===== config.mk =====
export PLATFORM = sky130hd
export DESIGN_NAME = vga_fb_arbiter_flat
export DESIGN_NICKNAME = d
export VERILOG_FILES = /design/src/rtl/vga_pkg.sv /design/src/rtl/vga_fb_arbiter_if.sv /design/src/rtl/vga_arb_rd_pipe.sv /design/src/rtl/vga_fb_arbiter.sv /design/src/flat_wrapper.sv
export SDC_FILE = /design/constraint.sdc
export NUM_CORES = 1
export LEC_CHECK = 0
export ABC_CLOCK_PERIOD_IN_PS = 1950
export CORE_MARGIN = 3
export CORE_UTILIZATION = 41
export DETAILED_ROUTE_END_ITERATION = 7
export PLACE_DENSITY_LB_ADDON = 0.15
export SLEW_MARGIN = 20
export SYNTH_ARGS = -nofsm -noshare
export SYNTH_HDL_FRONTEND = slang
export SYNTH_SLANG_ARGS = --single-unit
export TNS_END_PERCENT = 10

===== constraint.sdc =====
create_clock -name pixel_clk -period 1.95 [get_ports pixel_clk]
set_clock_uncertainty 0.15 [all_clocks]
set_input_delay 0.39 -clock pixel_clk [delete_from_list [all_inputs] [get_ports pixel_clk]]
set_output_delay 0.39 -clock pixel_clk [all_outputs]
set_load 0.02 [all_outputs]

===== src/rtl/vga_pkg.sv =====
// Shared types and constants for the VGA framebuffer arbiter.
// FSM state codes, requester owner tags and default framebuffer depth.
package vga_pkg;

  typedef enum logic [1:0] {
    ST_IDLE  = 2'd0,
    ST_SCAN  = 2'd1,
    ST_HOST  = 2'd2,
    ST_FLUSH = 2'd3
  } state_t;

  localparam logic OWN_SCAN = 1'b0;
  localparam logic OWN_HOST = 1'b1;

  localparam int FB_DEPTH_DEF = 480000;

  typedef struct packed {
    logic vld;
    logic own;
    logic zero;
  } rd_tag_t;

endpackage


===== src/rtl/vga_fb_arbiter_if.sv =====
// Scan-out, host and SRAM bus bundle for the framebuffer arbiter.
// master = arbiter side, slave = requesters plus SRAM.
interface vga_fb_arbiter_if #(
  parameter int ADDR_W = 19,
  parameter int DATA_W = 8
);
  logic              scan_req;
  logic [ADDR_W-1:0] scan_addr;
  logic [DATA_W-1:0] scan_data;
  logic              scan_valid;
  logic              host_req;
  logic              host_we;
  logic [ADDR_W-1:0] host_addr;
  logic [DATA_W-1:0] host_wdata;
  logic              host_ready;
  logic [DATA_W-1:0] host_rdata;
  logic              host_rvalid;
  logic              mem_en;
  logic              mem_we;
  logic [ADDR_W-1:0] mem_addr;
  logic [DATA_W-1:0] mem_wdata;
  logic [DATA_W-1:0] mem_rdata;

  modport master (
    input  scan_req, scan_addr,
    output scan_data, scan_valid,
    input  host_req, host_we,
    input  host_addr, host_wdata,
    output host_ready, host_rdata,
    output host_rvalid,
    output mem_en, mem_we,
    output mem_addr, mem_wdata,
    input  mem_rdata
  );

  modport slave (
    output scan_req, scan_addr,
    input  scan_data, scan_valid,
    output host_req, host_we,
    output host_addr, host_wdata,
    input  host_ready, host_rdata,
    input  host_rvalid,
    input  mem_en, mem_we,
    input  mem_addr, mem_wdata,
    output mem_rdata
  );
endinterface


===== src/rtl/vga_arb_rd_pipe.sv =====
// Two-stage read tag pipeline: tracks {valid, owner} of each
// issued read and steers the SRAM data to scan or host, in order.
module vga_arb_rd_pipe
  import vga_pkg::*;
#(
  parameter int DATA_W = 8
) (
  input  logic              clk,
  input  logic              rst_n,
  input  logic              i_vld,
  input  logic              i_own,
  input  logic              i_zero,
  input  logic [DATA_W-1:0] i_rdata,
  output logic              o_scan_valid,
  output logic [DATA_W-1:0] o_scan_data,
  output logic              o_host_rvalid,
  output logic [DATA_W-1:0] o_host_rdata
);

  rd_tag_t           r_tag1;
  rd_tag_t           r_tag2;
  logic              r_scan_valid;
  logic [DATA_W-1:0] r_scan_data;
  logic              r_host_rvalid;
  logic [DATA_W-1:0] r_host_rdata;

  logic              w_sel_scan;
  logic              w_sel_host;
  logic [DATA_W-1:0] w_data;

  assign w_sel_scan = r_tag2.vld &
                      (r_tag2.own == OWN_SCAN);
  assign w_sel_host = r_tag2.vld &
                      (r_tag2.own == OWN_HOST);
  assign w_data = r_tag2.zero ? '0 : i_rdata;

  // Tag shift: stage1 aligns with mem_en, stage2 with mem_rdata.
  always_ff @(posedge clk or negedge rst_n) begin
    if (!rst_n) begin
      r_tag1 <= '0;
      r_tag2 <= '0;
    end else begin
      r_tag1 <= '{vld: i_vld, own: i_own, zero: i_zero};
      r_tag2 <= r_tag1;
    end
  end

  // Registered read-data outputs, one pulse per issued read.
  always_ff @(posedge clk or negedge rst_n) begin
    if (!rst_n) begin
      r_scan_valid  <= 1'b0;
      r_scan_data   <= '0;
      r_host_rvalid <= 1'b0;
      r_host_rdata  <= '0;
    end else begin
      r_scan_valid  <= w_sel_scan;
      r_scan_data   <= w_sel_scan ? w_data : '0;
      r_host_rvalid <= w_sel_host;
      r_host_rdata  <= w_sel_host ? w_data : '0;
    end
  end

  assign o_scan_valid  = r_scan_valid;
  assign o_scan_data   = r_scan_data;
  assign o_host_rvalid = r_host_rvalid;
  assign o_host_rdata  = r_host_rdata;

endmodule


===== src/rtl/vga_fb_arbiter.sv =====
// Single-port framebuffer SRAM arbiter, scan-out has fixed priority.
// Optional host stall counter port enabled by VGA_ARB_STATS_EN.
module vga_fb_arbiter
  import vga_pkg::*;
#(
  parameter int ADDR_W   = 19,
  parameter int DATA_W   = 8,
  parameter int FB_DEPTH = FB_DEPTH_DEF
) (
  input  logic        pixel_clk,
  input  logic        reset,
  input  logic        frame_start,
`ifdef VGA_ARB_STATS_EN
  output logic [15:0] host_stall_cnt,
`endif
  vga_fb_arbiter_if.master bus
);

  localparam logic [ADDR_W-1:0] LP_DEPTH =
    ADDR_W'(FB_DEPTH);

  state_t            r_state;
  logic              r_flush_cnt;
  logic              r_mem_en;
  logic              r_mem_we;
  logic [ADDR_W-1:0] r_mem_addr;
  logic [DATA_W-1:0] r_mem_wdata;

  logic w_flush;
  logic w_scan_fire;
  logic w_host_fire;
  logic w_scan_in;
  logic w_host_in;
  logic w_iss_vld;
  logic w_iss_own;
  logic w_iss_zero;

  assign w_flush     = (r_state == ST_FLUSH);
  assign w_scan_fire = reset & bus.scan_req;
  assign w_host_fire = reset & bus.host_req &
                       ~bus.scan_req & ~w_flush;
  assign w_scan_in   = (bus.scan_addr < LP_DEPTH);
  assign w_host_in   = (bus.host_addr < LP_DEPTH);

  assign bus.host_ready = w_host_fire;

  assign w_iss_vld  = w_scan_fire |
                      (w_host_fire & ~bus.host_we);
  assign w_iss_own  = w_scan_fire ? OWN_SCAN : OWN_HOST;
  assign w_iss_zero = w_scan_fire ? ~w_scan_in
                                  : ~w_host_in;

  // Arbitration FSM; frame_start holds off the host two cycles.
  always_ff @(posedge pixel_clk or negedge reset) begin
    if (!reset) begin
      r_state     <= ST_IDLE;
      r_flush_cnt <= 1'b0;
    end else if (frame_start) begin
      r_state     <= ST_FLUSH;
      r_flush_cnt <= 1'b0;
    end else if (r_state == ST_FLUSH) begin
      if (r_flush_cnt) begin
        r_state     <= ST_IDLE;
        r_flush_cnt <= 1'b0;
      end else begin
        r_flush_cnt <= 1'b1;
      end
    end else begin
      unique case (1'b1)
        w_scan_fire: r_state <= ST_SCAN;
        w_host_fire: r_state <= ST_HOST;
        default:     r_state <= ST_IDLE;
      endcase
    end
  end

  // Registered SRAM command; out-of-range accesses stay off the bus.
  always_ff @(posedge pixel_clk or negedge reset) begin
    if (!reset) begin
      r_mem_en    <= 1'b0;
      r_mem_we    <= 1'b0;
      r_mem_addr  <= '0;
      r_mem_wdata <= '0;
    end else begin
      unique case (1'b1)
        w_scan_fire: begin
          r_mem_en    <= w_scan_in;
          r_mem_we    <= 1'b0;
          r_mem_addr  <= bus.scan_addr;
          r_mem_wdata <= '0;
        end
        w_host_fire: begin
          r_mem_en    <= w_host_in;
          r_mem_we    <= bus.host_we & w_host_in;
          r_mem_addr  <= bus.host_addr;
          r_mem_wdata <= bus.host_wdata;
        end
        default: begin
          r_mem_en <= 1'b0;
          r_mem_we <= 1'b0;
        end
      endcase
    end
  end

  assign bus.mem_en    = r_mem_en;
  assign bus.mem_we    = r_mem_we;
  assign bus.mem_addr  = r_mem_addr;
  assign bus.mem_wdata = r_mem_wdata;

  vga_arb_rd_pipe #(
    .DATA_W(DATA_W)
  ) u_rd_pipe (
    .clk          (pixel_clk),
    .rst_n        (reset),
    .i_vld        (w_iss_vld),
    .i_own        (w_iss_own),
    .i_zero       (w_iss_zero),
    .i_rdata      (bus.mem_rdata),
    .o_scan_valid (bus.scan_valid),
    .o_scan_data  (bus.scan_data),
    .o_host_rvalid(bus.host_rvalid),
    .o_host_rdata (bus.host_rdata)
  );

`ifdef VGA_ARB_STATS_EN
  logic [15:0] r_stall_cnt;

  // Saturating count of host cycles spent waiting.
  always_ff @(posedge pixel_clk or negedge reset) begin
    if (!reset) begin
      r_stall_cnt <= '0;
    end else if (frame_start) begin
      r_stall_cnt <= '0;
    end else if (bus.host_req & ~w_host_fire &
                 (r_stall_cnt != 16'hFFFF)) begin
      r_stall_cnt <= r_stall_cnt + 16'd1;
    end
  end

  assign host_stall_cnt = r_stall_cnt;
`endif

endmodule

===== src/flat_wrapper.sv =====
// flat-port wrapper written by rule: the top's interface ports become plain ports
module vga_fb_arbiter_flat import vga_pkg::*;
#(
  parameter int ADDR_W   = 19,
  parameter int DATA_W   = 8,
  parameter int FB_DEPTH = FB_DEPTH_DEF
)
  (pixel_clk, reset, frame_start, bus_scan_req, bus_scan_addr, bus_scan_data, bus_scan_valid, bus_host_req, bus_host_we, bus_host_addr, bus_host_wdata, bus_host_ready, bus_host_rdata, bus_host_rvalid, bus_mem_en, bus_mem_we, bus_mem_addr, bus_mem_wdata, bus_mem_rdata);
  vga_fb_arbiter_if #(.ADDR_W(ADDR_W), .DATA_W(DATA_W)) bus_i ();
  input  logic pixel_clk;
  input  logic reset;
  input  logic frame_start;
  input wire logic [$bits(bus_i.scan_req)-1:0] bus_scan_req;
  input wire logic [$bits(bus_i.scan_addr)-1:0] bus_scan_addr;
  output wire logic [$bits(bus_i.scan_data)-1:0] bus_scan_data;
  output wire logic [$bits(bus_i.scan_valid)-1:0] bus_scan_valid;
  input wire logic [$bits(bus_i.host_req)-1:0] bus_host_req;
  input wire logic [$bits(bus_i.host_we)-1:0] bus_host_we;
  input wire logic [$bits(bus_i.host_addr)-1:0] bus_host_addr;
  input wire logic [$bits(bus_i.host_wdata)-1:0] bus_host_wdata;
  output wire logic [$bits(bus_i.host_ready)-1:0] bus_host_ready;
  output wire logic [$bits(bus_i.host_rdata)-1:0] bus_host_rdata;
  output wire logic [$bits(bus_i.host_rvalid)-1:0] bus_host_rvalid;
  output wire logic [$bits(bus_i.mem_en)-1:0] bus_mem_en;
  output wire logic [$bits(bus_i.mem_we)-1:0] bus_mem_we;
  output wire logic [$bits(bus_i.mem_addr)-1:0] bus_mem_addr;
  output wire logic [$bits(bus_i.mem_wdata)-1:0] bus_mem_wdata;
  input wire logic [$bits(bus_i.mem_rdata)-1:0] bus_mem_rdata;
  assign bus_i.scan_req = bus_scan_req;
  assign bus_i.scan_addr = bus_scan_addr;
  assign bus_scan_data = bus_i.scan_data;
  assign bus_scan_valid = bus_i.scan_valid;
  assign bus_i.host_req = bus_host_req;
  assign bus_i.host_we = bus_host_we;
  assign bus_i.host_addr = bus_host_addr;
  assign bus_i.host_wdata = bus_host_wdata;
  assign bus_host_ready = bus_i.host_ready;
  assign bus_host_rdata = bus_i.host_rdata;
  assign bus_host_rvalid = bus_i.host_rvalid;
  assign bus_mem_en = bus_i.mem_en;
  assign bus_mem_we = bus_i.mem_we;
  assign bus_mem_addr = bus_i.mem_addr;
  assign bus_mem_wdata = bus_i.mem_wdata;
  assign bus_i.mem_rdata = bus_mem_rdata;
  vga_fb_arbiter #(.ADDR_W(ADDR_W), .DATA_W(DATA_W), .FB_DEPTH(FB_DEPTH)) u_core (.pixel_clk(pixel_clk), .reset(reset), .frame_start(frame_start), .bus(bus_i));
endmodule

======== Word-level counts from Yosys, hierarchy flattened ========
Cells that the tools add are included.
cells by class
  magnitude comparators ................... 2
  equal/unequal tests ..................... 2
  muxes and demuxes ....................... 16
  bitwise logic cells ..................... 15
  reduce and logical (&&, ||, !) cells .... 2
operator list
  kind                                                 count
  less-than comparator 19 bit (second input constant)  2
  one-hot mux 19 bit (2 select lines)                  1
  2-to-1 mux 8 bit                                     3
  one-hot mux 8 bit (2 select lines)                   1
  AND 1 bit                                            8
  2-to-1 mux 1 bit                                     6
  2-to-1 mux 2 bit                                     3
  inverter 1 bit                                       6
  one-hot mux 2 bit (2 select lines)                   1
  nonzero test 2 bit                                   2
  != test 3 x 2 -> 1 bit (second input constant)       1
  equality test 2 bit (second input constant)          1
  one-hot mux 1 bit (2 select lines)                   1
  OR 1 bit                                             1
word-level totals
  flip-flop bits (word level) ............. 56
  bits of input ports ..................... 60
  output and inout port bits .............. 48
  word-level logic and storage cells ...... 53

======== Logic depth before layout (Yosys ltp) ========
Gate-level depths: netlist (run 1).
  depth after elaboration ................. 6
  mapped depth ............................ 6
  depth with buffers taken out ............ 4

======== By module ========
From an unflattened synthesis (run 1), not the netlist that was laid out.
second synthesis, totals
  cell total of the unflattened synthesis .. 207
  area, all modules ....................... 2,332.2 um2
modules (own cells, without submodules)
  module           instances  cells each  area each (um2)  seq. area each (um2)
  vga_fb_arbiter   1          162         1,516.5          800.8
  vga_arb_rd_pipe  1          45          815.8            600.6

======== Worst setup path after synthesis (run 1) ========
OpenSTA, ideal clock, no wires.
  path kind ............................... reg-to-output
  start ................................... register u_core.r_state[0]
  end ..................................... output port bus_host_ready
  arrival ................................. 1.214 ns
  data required time ...................... 1.410 ns
  setup slack ............................. 0.196 ns
  cell stages (with the launch flop) ...... 7
  path buffers ............................ 3
  cells stage by stage .................... dfrtp_1 and2_1 buf_6 or2_1 buf_6 buf_6 inv_1
on the way
  word-level cells in the longest chain between the ends .. 3
RTL lines
  item                    RTL line              source
  from (decl)             vga_fb_arbiter.sv:22  state_t r_state;
  from (signal assigned)  vga_fb_arbiter.sv:56  r_state <= ST_IDLE;
  from (signal assigned)  vga_fb_arbiter.sv:59  r_state <= ST_FLUSH;
  from (signal assigned)  vga_fb_arbiter.sv:63  r_state <= ST_IDLE;
  equality test 2 bit     vga_fb_arbiter.sv:38  assign w_flush = (r_state == ST_FLUSH);
  inverter 1 bit          vga_fb_arbiter.sv:41  ~bus.scan_req & ~w_flush;
  AND 1 bit               vga_fb_arbiter.sv:41
  to (decl)               flat_wrapper.sv:21    output wire logic [$bits(bus_i.host_ready)-1:0] bus_host_ready;
No other way between the ends.

======== Final worst setup path (run 1) ========
  start ................................... register u_core.r_mem_addr[16] (netlist: u_core.bus.mem_addr[16])
  end ..................................... output port bus_mem_addr[16]
RTL lines
  item                    RTL line              source
  from (decl)             vga_fb_arbiter.sv:26  logic [ADDR_W-1:0] r_mem_addr;
  from (signal assigned)  vga_fb_arbiter.sv:89  r_mem_addr <= bus.scan_addr;
  from (signal assigned)  vga_fb_arbiter.sv:95  r_mem_addr <= bus.host_addr;
  to (decl)               flat_wrapper.sv:26    output wire logic [$bits(bus_i.mem_addr)-1:0] bus_mem_addr;
No word-level cell between the ends.

==> results of run 1 <==
[state kept, by name, summed over array words and instances (netlist names), 2 cells and up]
| name | count |
|---|---|
| u_core.u_rd_pipe.o_scan_data | 8 |
| u_core.bus.mem_wdata | 8 |
| u_core.u_rd_pipe.o_host_rdata | 8 |
| u_core.r_state | 2 |
| u_core.bus.mem_addr | 19 |
| u_core.u_rd_pipe.r_tag2 | 3 |
| u_core.u_rd_pipe.r_tag1 | 3 |
[cells in the final DEF, fill, tap and decap left out, drive strengths merged]
master / synthesis / routed
o21ai: 12 / 12
xnor2: 1 / 1
clkinvlp: 0 / 1
dlymetal6s2s: 0 / 2
o311ai: 1 / 1
a31oi: 12 / 12
nor3: 11 / 11
a21oi: 2 / 2
o211ai: 8 / 8
nand3b: 1 / 1
inv: 23 / 25
or2: 1 / 1
dfrtp: 56 / 56
clkbuf: 6 / 5
nor4: 1 / 1
buf: 7 / 15
nor3b: 1 / 1
a221oi: 1 / 1
nand4: 1 / 1
mux2i: 8 / 8
clkdlybuf4s50: 0 / 103
nand3: 2 / 2
nand2: 25 / 25
and2: 2 / 2
mux2: 1 / 1
nand2b: 9 / 9
nor2: 17 / 17
o22ai: 9 / 9
[per-layer routing]
layer | up-vias | GRT usage (%) | part of all wire [%] | wire length (µm)
li1 | 960 | - | - | -
met1 | 947 | 23.9 | 43 | 2490
met2 | 92 | 31.7 | 48 | 2790
met3 | 10 | 5.72 | 8.1 | 473
met4 | 0 | 6.59 | 1.8 | 105
met5 | - | 0 | 0 | 0
[layout make-up]
cell class	count	area, µm²
well taps	70	87.6
clock inverters	3	25.0
repair buffers	120	1180
fillers	439	1670
clock buffers	5	68.8
multi-input cells	126	713
flip-flops and latches	56	1400
inverters	23	86.3
[worst paths after layout]
check | start | endpoint | slack, ns | cells after the start
hold / removal | reset | u_core.bus.mem_addr[8]$_DFFE_PN0P_ | 0.21 | 3
hold reg to reg | u_core.u_rd_pipe.r_tag1[1]$_DFF_PN0_ | u_core.u_rd_pipe.r_tag2[1]$_DFF_PN0_ | 0.21 | 0
setup / recovery | u_core.bus.mem_addr[16]$_DFFE_PN0P_ | bus_mem_addr[16] | 0.1 | 1
max in group asynchronous | reset | u_core.u_rd_pipe.o_scan_data[7]$_DFF_PN0_ | 0.99 | 3
min in group pixel_clk | u_core.u_rd_pipe.r_tag1[1]$_DFF_PN0_ | u_core.u_rd_pipe.r_tag2[1]$_DFF_PN0_ | 0.21 | 0
setup reg to reg | u_core.r_state[0]$_DFFE_PN0P_ | u_core.bus.mem_addr[9]$_DFFE_PN0P_ | 0.45 | 5
[power by group through the flow]
stage / Combinational (mW) / Clock, mW / Sequential (mW)
detailed placement: 1.03 / 0 / 1.44
global placement: 1.01 / 0 / 1.44
floorplan: 0.327 / 0 / 1.61
global route: 1.11 / 0.730 / 1.44
CTS: 1.04 / 0.671 / 1.42
finish: 1.03 / 0.655 / 1.42
[what timing repair did]
item,in CTS,in global routing
pin swaps,0,2
setup endpoints to repair,1,1
gates resized for setup,6,2
endpoints found under the hold margin,0,0
[through the flow]
step | power, mW | TNS (ns) | hold slack [ns]
floorplan | 1.94 | 0 | -0.0556
global placement | 2.45 | -0.480 | 0.183
detailed placement | 2.47 | -0.598 | 0.185
CTS | 3.13 | 0 | 0.208
global route | 3.29 | 0 | 0.222
finish | 3.10 | 0 | 0.210
[cell families (layout without fill, tap and decap cells)]
group	count (synthesis)	after routing	synth area share, %
buffers and inverters	36	151	7.40
XOR/XNOR	1	1	0.384
AND/OR/NAND/NOR	71	71	14.5
flip-flops	56	56	61.4
multiplexers	9	9	4.00
AO/OA/AOI/OAI	45	45	12.4
==> results.md, run 1 <==
* Status: completed
* Synthesis-to-finish area growth at 56.1%
* H-tree depth at 2
* Worst Max-Slew Pin Slew at just under 0.7 ns
* Via count at roughly 2000
* Die area at approximately 6500 µm²
* Crit path buffers/inverters at 1
* Period utilisation layout at a little over nine tenths
* Post-synth ARST share at 100%
* Util after Layout at between 60 and 70%
* Dpl cell area at 3460 µm²
* Synth Cell Area at 2280 µm²
* Post-synthesis area per instance at between 10 and 15 µm²
* Final worst path period need at between 1.5 and 2 ns
* Net Sw Power at around 1.0 mW
* DP Wirelength at between 4000 and 5000 µm
* CP max-delay cell: clkdlybuf4s50_1
* Synth cell count leaders: 56 x dfrtp_1, 25 x nand2_1, 23 x inv_1
* Int Pwr at 2.10 mW
* WS Path Type: register to primary output
* EDFF count, synth at 0
* Synthesis-stage register bit count at 56
* Combinational power share at approximately 33%
* Rows at 26
* TritonCTS Buffers at 5
* Final WL at 5860 µm
* CP Capture Type: primary output
* First-pass GRT wire length at roughly 9500 µm
* Top delay family on crit path: buffers and inverters
* NumNets Final at 392
* Crit path required time at approximately 1.4 ns
* DR iter-0 viols at ~120
* Sequential cell fraction of total power at a little under half
* Final hold violations at 0
* Setup Viol. Count Final at 0
* N_diodes at 0
* Core area at about 5200 µm²
* Post-DR vias/cell at around 5.0
* DRC viols at 0
* Layout cells sized above 1 at under 10%
* Design area at around 3600 µm²
* Synth area leaders: dfrtp_1 61%, nand2_1 4.1%, inv_1 3.8%, mux2i_1 3.5%, a31oi_1 3.3%
* Most frequent cell after synthesis: dfrtp_1
* Initial Utilization at between 40% and 50%
* Wire per inst at 14.5 µm
* Top FF cell, synth: dfrtp_1
* Clk slew on worst S/H paths at 0.11 ns
* Startpoint types: register
* Yosys top cell area share at approximately three fifths
* VDD IR-drop max at about 0.00045 V
* Total gr overflow at 0
* Crit-path cells: clkdlybuf4s50_1
* Syn nets at roughly 280
* Clock Sinks at 56
* Post-synthesis cell count at about 220
* Clock buffer depth at 2
* Sw Ratio at approximately a third
* Clock network fraction of total power at about a fifth
* Worst slew margin at between 50% and 60%
* Finished Layout Cells at 403
* Post-CTS Setup Repair Bufs at 0
* Arr. time, crit path at between 1 and 1.5 ns
* RePlAce Congestion at 0.777
* Leak pwr at between 1.5 and 2 nW
* Max Cap Viol at 0
* I/O pin count at between 100 and 150
* Synth unique cells at 28
* Die Width at approximately 81 µm
* Hold buffers post-CTS at 0
* RSZ-0062 raised after global routing: false
* Slew Limit Fails at 0
* Hold Crit Class: input pin to async pin
* Later-pin clock latency in the skew report at just over 0.3 ns
* CTS tree: done
* Die H at 80.6 µm
* Vias in the first global route at 2000
* Initial antenna violation count at 0
* DP Cell Count at a little under 400
* Pre-CTS worst setup slack at -0.481 ns
* Final antenna-violating net count at 0
* Total GRT Usage at 19.2%
* Synth area leader: dfrtp_1
* CP peak stage delay at approximately 0.62 ns
* YS warnings at 0
* First drt pass iteration count at 4
* Port bufs at about 110
* Crit path max fanout at 2
* Fmax at approximately 0.54 GHz
* Largest net degree at the start of global routing at 57
* Seq/Total Area, Yosys at 61.4%
* Clk root buf: clkbuf_8
* Worst setup margin at just under 0.1 ns
* Pwr/cell area at 870 nW/µm²
Note: power is estimated with default switching activity, not from simulation.
==> run 2: changes to the inputs <==
SLEW_MARGIN = 10   (was 20)
==> results of run 2 <==
The final DEF is identical to that of run 1; final timing and power are the same.
